`config.mk`:
```
export PLATFORM = sky130hd
export DESIGN_NAME = data_mem_arbiter
export DESIGN_NICKNAME = d
export VERILOG_FILES = /design/src/rtl/data_mem_arbiter.sv
export SDC_FILE = /design/constraint.sdc
export NUM_CORES = 1
export LEC_CHECK = 0
export ABC_AREA = 1
export CAP_MARGIN = 15
export CORE_MARGIN = 1
export CORE_UTILIZATION = 37
export CTS_CLUSTER_DIAMETER = 200
export DETAILED_ROUTE_END_ITERATION = 8
export HOLD_SLACK_MARGIN = 0.12
export PLACE_DENSITY = 0.8
export SKIP_CTS_REPAIR_TIMING = 1
export SYNTH_ARGS = -nofsm -noshare
export SYNTH_HDL_FRONTEND = slang
export SYNTH_SLANG_ARGS = --single-unit
```
`constraint.sdc`:
```
create_clock -name i_clk -period 1.7 [get_ports i_clk]
set_clock_uncertainty 0.1 [all_clocks]
set_input_delay 0.34 -clock i_clk [delete_from_list [all_inputs] [get_ports i_clk]]
set_output_delay 0.34 -clock i_clk [all_outputs]
set_load 0.01 [all_outputs]
```
`src/rtl/data_mem_arbiter.sv`:
```
// data_mem_arbiter: two-port round-robin arbiter and sequencer in front of the single-ported data_mem.
// Ports:
//   i_clk, i_rst            clock, synchronous active-low reset
//   i_req_x/i_we_x          port x request (held until done) and store/load select
//   i_addr_x/i_wdata_x      port x byte address and store data
//   o_gnt_x/o_done_x/o_err_x  port x accept pulse, response pulse, reject qualifier
//   o_rdata_x               port x load data, held until that port's next load
//   o_mem_*                 registered data_mem address, write data, read/write strobes
//   i_mem_read_data         data_mem combinational read data (Z while o_mem_read is low)
module data_mem_arbiter #(
    parameter int ADDR_W = 16,
    parameter bit PRIO_A = 1'b0
) (
    input  logic        i_clk,
    input  logic        i_rst,
    input  logic        i_req_a,
    input  logic        i_we_a,
    input  logic [31:0] i_addr_a,
    input  logic [31:0] i_wdata_a,
    output logic        o_gnt_a,
    output logic        o_done_a,
    output logic        o_err_a,
    output logic [31:0] o_rdata_a,
    input  logic        i_req_b,
    input  logic        i_we_b,
    input  logic [31:0] i_addr_b,
    input  logic [31:0] i_wdata_b,
    output logic        o_gnt_b,
    output logic        o_done_b,
    output logic        o_err_b,
    output logic [31:0] o_rdata_b,
    output logic [31:0] o_mem_address,
    output logic [31:0] o_mem_write_data,
    output logic        o_mem_read,
    output logic        o_mem_write,
    input  logic [31:0] i_mem_read_data
);
    typedef enum logic [1:0] {IDLE, ACCESS, RESP} state_t;
    localparam logic [31:0] ADDR_MASK = 32'((64'd1 << ADDR_W) - 64'd1);
    state_t      r_state, w_state_nxt;
    logic        r_last_b, w_last_b;
    logic        r_sel_b, w_sel_b;
    logic        r_illegal, w_illegal;
    logic        r_gnt_a, r_gnt_b, r_done_a, r_done_b, r_err_a, r_err_b;
    logic        w_gnt_a, w_gnt_b, w_done_a, w_done_b, w_err_a, w_err_b;
    logic [31:0] r_rdata_a, r_rdata_b, w_rdata_a, w_rdata_b;
    logic [31:0] r_mem_address, r_mem_write_data, w_mem_address, w_mem_write_data;
    logic        r_mem_read, r_mem_write, w_mem_read, w_mem_write;
    logic        w_pick_b, w_we, w_bad;
    logic [31:0] w_addr, w_wdata;
    // B wins when it is alone, or on a tie in round-robin mode when A was served last
    assign w_pick_b = i_req_b & (~i_req_a | (~PRIO_A & ~r_last_b));
    assign w_we     = w_pick_b ? i_we_b    : i_we_a;
    assign w_addr   = w_pick_b ? i_addr_b  : i_addr_a;
    assign w_wdata  = w_pick_b ? i_wdata_b : i_wdata_a;
    assign w_bad    = (w_addr[1:0] != 2'b00) | ((w_addr >> ADDR_W) != 32'd0);
    always_comb begin
        w_state_nxt      = r_state;
        w_last_b         = r_last_b;
        w_sel_b          = r_sel_b;
        w_illegal        = r_illegal;
        w_gnt_a          = 1'b0;
        w_gnt_b          = 1'b0;
        w_done_a         = 1'b0;
        w_done_b         = 1'b0;
        w_err_a          = 1'b0;
        w_err_b          = 1'b0;
        w_rdata_a        = r_rdata_a;
        w_rdata_b        = r_rdata_b;
        w_mem_address    = r_mem_address;
        w_mem_write_data = r_mem_write_data;
        w_mem_read       = 1'b0;
        w_mem_write      = 1'b0;
        case (r_state)
            IDLE: if (i_req_a | i_req_b) begin
                w_state_nxt      = ACCESS;
                w_last_b         = w_pick_b;
                w_sel_b          = w_pick_b;
                w_illegal        = w_bad;
                w_gnt_a          = ~w_pick_b;
                w_gnt_b          = w_pick_b;
                w_mem_address    = w_addr & ADDR_MASK;
                w_mem_write_data = w_wdata;
                // illegal requests still take the ACCESS slot but never strobe memory
                w_mem_read       = ~w_bad & ~w_we;
                w_mem_write      = ~w_bad & w_we;
            end
            ACCESS: begin
                w_state_nxt = RESP;
                w_done_a    = ~r_sel_b;
                w_done_b    = r_sel_b;
                w_err_a     = ~r_sel_b & r_illegal;
                w_err_b     = r_sel_b & r_illegal;
                w_rdata_a   = (r_mem_read & ~r_sel_b) ? i_mem_read_data : r_rdata_a;
                w_rdata_b   = (r_mem_read & r_sel_b) ? i_mem_read_data : r_rdata_b;
            end
            RESP: w_state_nxt = IDLE;
            default: w_state_nxt = IDLE;
        endcase
    end
    always_ff @(posedge i_clk) begin
        if (!i_rst) begin
            r_state          <= IDLE;
            r_last_b         <= 1'b1;
            r_sel_b          <= 1'b0;
            r_illegal        <= 1'b0;
            r_gnt_a          <= 1'b0;
            r_gnt_b          <= 1'b0;
            r_done_a         <= 1'b0;
            r_done_b         <= 1'b0;
            r_err_a          <= 1'b0;
            r_err_b          <= 1'b0;
            r_rdata_a        <= 32'd0;
            r_rdata_b        <= 32'd0;
            r_mem_address    <= 32'd0;
            r_mem_write_data <= 32'd0;
            r_mem_read       <= 1'b0;
            r_mem_write      <= 1'b0;
        end else begin
            r_state          <= w_state_nxt;
            r_last_b         <= w_last_b;
            r_sel_b          <= w_sel_b;
            r_illegal        <= w_illegal;
            r_gnt_a          <= w_gnt_a;
            r_gnt_b          <= w_gnt_b;
            r_done_a         <= w_done_a;
            r_done_b         <= w_done_b;
            r_err_a          <= w_err_a;
            r_err_b          <= w_err_b;
            r_rdata_a        <= w_rdata_a;
            r_rdata_b        <= w_rdata_b;
            r_mem_address    <= w_mem_address;
            r_mem_write_data <= w_mem_write_data;
            r_mem_read       <= w_mem_read;
            r_mem_write      <= w_mem_write;
        end
    end
    assign o_gnt_a          = r_gnt_a;
    assign o_gnt_b          = r_gnt_b;
    assign o_done_a         = r_done_a;
    assign o_done_b         = r_done_b;
    assign o_err_a          = r_err_a;
    assign o_err_b          = r_err_b;
    assign o_rdata_a        = r_rdata_a;
    assign o_rdata_b        = r_rdata_b;
    assign o_mem_address    = r_mem_address;
    assign o_mem_write_data = r_mem_write_data;
    assign o_mem_read       = r_mem_read;
    assign o_mem_write      = r_mem_write;
endmodule
```
# Word level (Yosys, flattened, before mapping)
# Index checks and enable logic that the tools add are counted.
# totals
input_bits,166
reg_bits,125
word_cells,47
out_inout_bits,136
# classes
bitwise,16
n_reduce_logical,8
n_eq_ne,2
n_mux,5
# ops
cell,n
two-way mux 32 bit,2
nonzero test 32 bit,1
AND reduction 2 bit,4
bitwise AND 1 bit,7
NOT 1 bit,6
case mux 2 bit (2 select lines),1
OR 1 bit,3
AND reduction 3 bit,1
== test 2 x 1 -> 1 bit (second input constant),1
logical NOT 2 bit,1
two-way mux 2 bit,1
inequality test 2 bit (second input constant),1
nonzero test 2 bit,1
two-way mux 1 bit,1

# Logic depth before layout (Yosys ltp)
# Gate-level depths: netlist of run 1.
# depth
ltp_word,8
ltp_mapped,9
mapped_depth_nobuf,9

# Least setup slack after synthesis of run 1
# OpenSTA, ideal clock, no wires.
# synth_timing
path_kind,reg-to-reg
from,register r_state[1]
to,"register r_mem_write_data[0], in the netlist o_mem_write_data[0]"
setup_ns,0.125
required_time_ns,1.475
setup_slack_ns,0.407
t_arrival_ns,1.067
path_buffers,2
stages_incl_launch_ff,6
period_less_slack_ns,1.293
cell_sequence,dfxtp_1 -> or2_4 -> nor2_8 -> buf_4 -> buf_2 -> a31oi_1
# synth_between
elab_chain_len,2
# synth_lines
element,line,source
from (decl),40,"state_t r_state, w_state_nxt;"
from (signal assigned),120,r_state <= w_state_nxt;
logical NOT 2 bit,74,case (r_state)
AND reduction 2 bit (no line),n/a,
to (signal assigned),133,r_mem_write_data <= w_mem_write_data;
to (decl),47,"logic [31:0] r_mem_address, r_mem_write_data, w_mem_address, w_mem_write_data;"
# Every way passes these cells.
# A chain may end at the register's enable or synchronous reset.

# Final worst setup path of run 1
# layout_timing
from,register r_state[1]
to,"register r_mem_write_data[9], in the netlist o_mem_write_data[9]"
# Same word-level chain as after synthesis.

==> run metrics, run 1 <==
final core occ 69.3%; worst slack, placed -121 ps; Die Wd roughly 120 µm; Static Leakage between 5 and 6 nW; floorplan row count 41; Final HPWL DP 12000 µm; WL/cell 15.1 µm; Tmin final 1450 ps; H-tree lvl count 4; GR Util met3 8.60%; CTS Buf Count 17; Pwr Total 8.44 mW; switching power 1.99 mW; CP max FO 33; CTS root buf clkbuf_16; share of total power in sequential cells 37.4%; Clock Power Share 47.3%; DR vias/cell ~4.8; Worst Hold Class primary input to flip-flop; CP max stage cell dfxtp_1; n_diodes 0; final WL 16800 µm; ANT nets after route 0; residual DRC count 0; initial antenna violation count 0; via count about 5300; Final Hold Viols 0; I/O pins 302; Post-Syn Instances between 600 and 700; Yosys top cell by area dfxtp_1; max-slew violations 0; HP Start i_rst; number of I/O port buffers approximately 290; area grow syn2layout 80.2%; Ys Warns 0; library cells used by synthesis 22; FMAX 0.691 GHz; Largest delay share family, worst path simple AND/OR/NAND/NOR gates; clk sinks about 130; Crit Path Class flip-flop to flip-flop; gpl congestion between 0.8 and 0.9; nets@finish 1093; CP required roughly 1900 ps; core footprint around 13000 µm²; first-pass GRT wire length between 20000 and 25000 µm; CTS tree yes; max_cap viols 0; post-synthesis sequential area ratio slightly above 50%; power per cell area 954 nW/µm²; clock tree buffer depth 2; status completed; clk_lat worst skew 410 ps; Comb power frac 15.3%; Initial DRC Count between 300 and 400; largest net degree at the start of global routing 76; arrival time worst endpoint 1680 ps; crit path launch r_state[1]$_SDFFE_PN0P_; final setup fails 0; number of global-route vias before repair 4983; top cells by area, synth dfxtp_1 51%, nor2_1 12%, o21ai_0 9.0%; grt ovf 0; max incr delay on CP about 310 ps; Reg clk slew, reported paths around 60 ps; Critical Path End Type flip-flop; Initial DRT Pass Iterations 4; global-route usage over all layers 23.5%; share of layout cells above drive strength 1 6.81%; busiest metal layer after global routing met2; Setup WS post-layout 253 ps; P_int 6.45 mW; Final Cycle Share 85.1%; Synth Cell Area 4910 µm²; Initial Util 38.4%; Worst R2R Start r_state[1]$_SDFFE_PN0P_; CP Launch Type flip-flop; CP bufs+invs 1; sw frac 23.6%; met2 Use GR 41.3%; RSZ-0062 raised after global routing false; average size of a mapped cell 7.60 µm²; Die Area 13700 µm²; Yosys reg bits between 100 and 150; crit-path cells or2_4, nor2_8, buf_12, o21ai_0, a31oi_1; share of the synthesized area in the top cell type a little over 50%; met1 Usage GRT between 20% and 30%; Vert. Die Dim ~120 µm; worst vdd ir 0.574 mV
cell type report:
class,count,area [µm²]
Fill cell,951,3930
Clock buffer,18,439
Clock inverter,14,215
Inverter,10,37.5
Tap cell,172,215
Multi-Input combinational cell,466,2060
Timing Repair Buffer,307,3380
Sequential cell,125,2500
power groups by stage:
stage	sequential [mW]	clock [mW]	combinational, mW
global placement	3.22	0	1.31
CTS	3.16	4.05	1.33
detailed placement	3.22	0	1.32
floorplan	3.28	0	0.442
global route	3.17	4.20	1.39
finish	3.16	3.99	1.29
per-layer routing:
| layer | wire length, µm | vias up |
|---|---|---|
| li1 | - | 2668 |
| met1 | 6430 | 2411 |
| met2 | 8450 | 236 |
| met3 | 1610 | 26 |
| met4 | 354 | 0 |
| met5 | 0 | - |
kinds of logic after synthesis:
logic type	after synthesis	share of synthesized area, %
AO/OA/AOI/OAI	162	17.7
buffers and inverters	70	8.28
flip-flops	125	51.0
other	1	0.0764
AND/OR/NAND/NOR	288	23.0
worst paths after layout:
path / to / slack [ps] / cells past startpoint
setup reg to reg: o_mem_write_data[9]$_SDFFE_PN0P_ / 250 / 5
hold reg to reg: o_err_a$_SDFF_PN0_ / 360 / 2
setup / recovery: o_mem_write_data[9]$_SDFFE_PN0P_ / 250 / 5
hold / removal: o_mem_write_data[8]$_SDFFE_PN0P_ / 190 / 3
state kept, by name (all words and copies together), names as in the netlist, 2 cells and up:
name              cells
o_mem_address        16
o_mem_write_data     32
o_rdata_a            32
o_rdata_b            32
r_state               2
placed cells by master (no fill, tap or decap), types with 8 or more instances in the layout:
cell	Yosys	layout
clkdlybuf4s50_1	0	164
nor2_1	157	155
dfxtp_1	125	125
dlymetal6s2s_1	0	120
nand2_1	115	115
o21ai_0	88	88
a31oi_1	48	48
o21ai_1	25	25
clkbuf_16	0	17
buf_4	22	17
conb_1	1	16
inv_1	8	8
worst register-to-register path, stage by stage, from the launching register on:
cell	delay [ps]
dfxtp_1	310
or2_4	270
nor2_8	170
buf_12	200
o21ai_0	140
a31oi_1	180
cell usage after synthesis:
| master | count |
|---|---|
| nor2_1 | 157 |
| dfxtp_1 | 125 |
| nand2_1 | 115 |
| o21ai_0 | 88 |
| a31oi_1 | 48 |
| o21ai_1 | 25 |
| buf_4 | 22 |
| clkbuf_1 | 19 |
| buf_2 | 13 |
| inv_1 | 8 |
| buf_6 | 6 |
| nand3_1 | 5 |
| nor3_1 | 3 |
| and2_0 | 2 |
| inv_2 | 2 |
| nor2_2 | 2 |
| a21oi_1 | 1 |
| conb_1 | 1 |
| nand2_2 | 1 |
| nor2_8 | 1 |
| or2_0 | 1 |
| or2_4 | 1 |
stage by stage:
step	instances	setup TNS, ps	area (µm²)	hold WS (ps)
2_1_floorplan	661	0	4970	329
5_1_grt	1112	0	8850	205
6_report	1112	0	8850	187
3_5_place_dp	1080	-3600	7890	362
3_3_place_gp	1080	-1910	7890	359
4_1_cts	1112	-5560	8550	177
Power figures use the tool's default switching activity.
==> run 2: changes to the inputs <==
--- a/config.mk
+++ b/config.mk
@@ -17,3 +17,4 @@
 export SYNTH_ARGS = -nofsm -noshare
 export SYNTH_HDL_FRONTEND = slang
 export SYNTH_SLANG_ARGS = --single-unit
+export TNS_END_PERCENT = 100
==> results of run 2 <==
The final DEF is identical to that of run 1; final timing and power are the same.
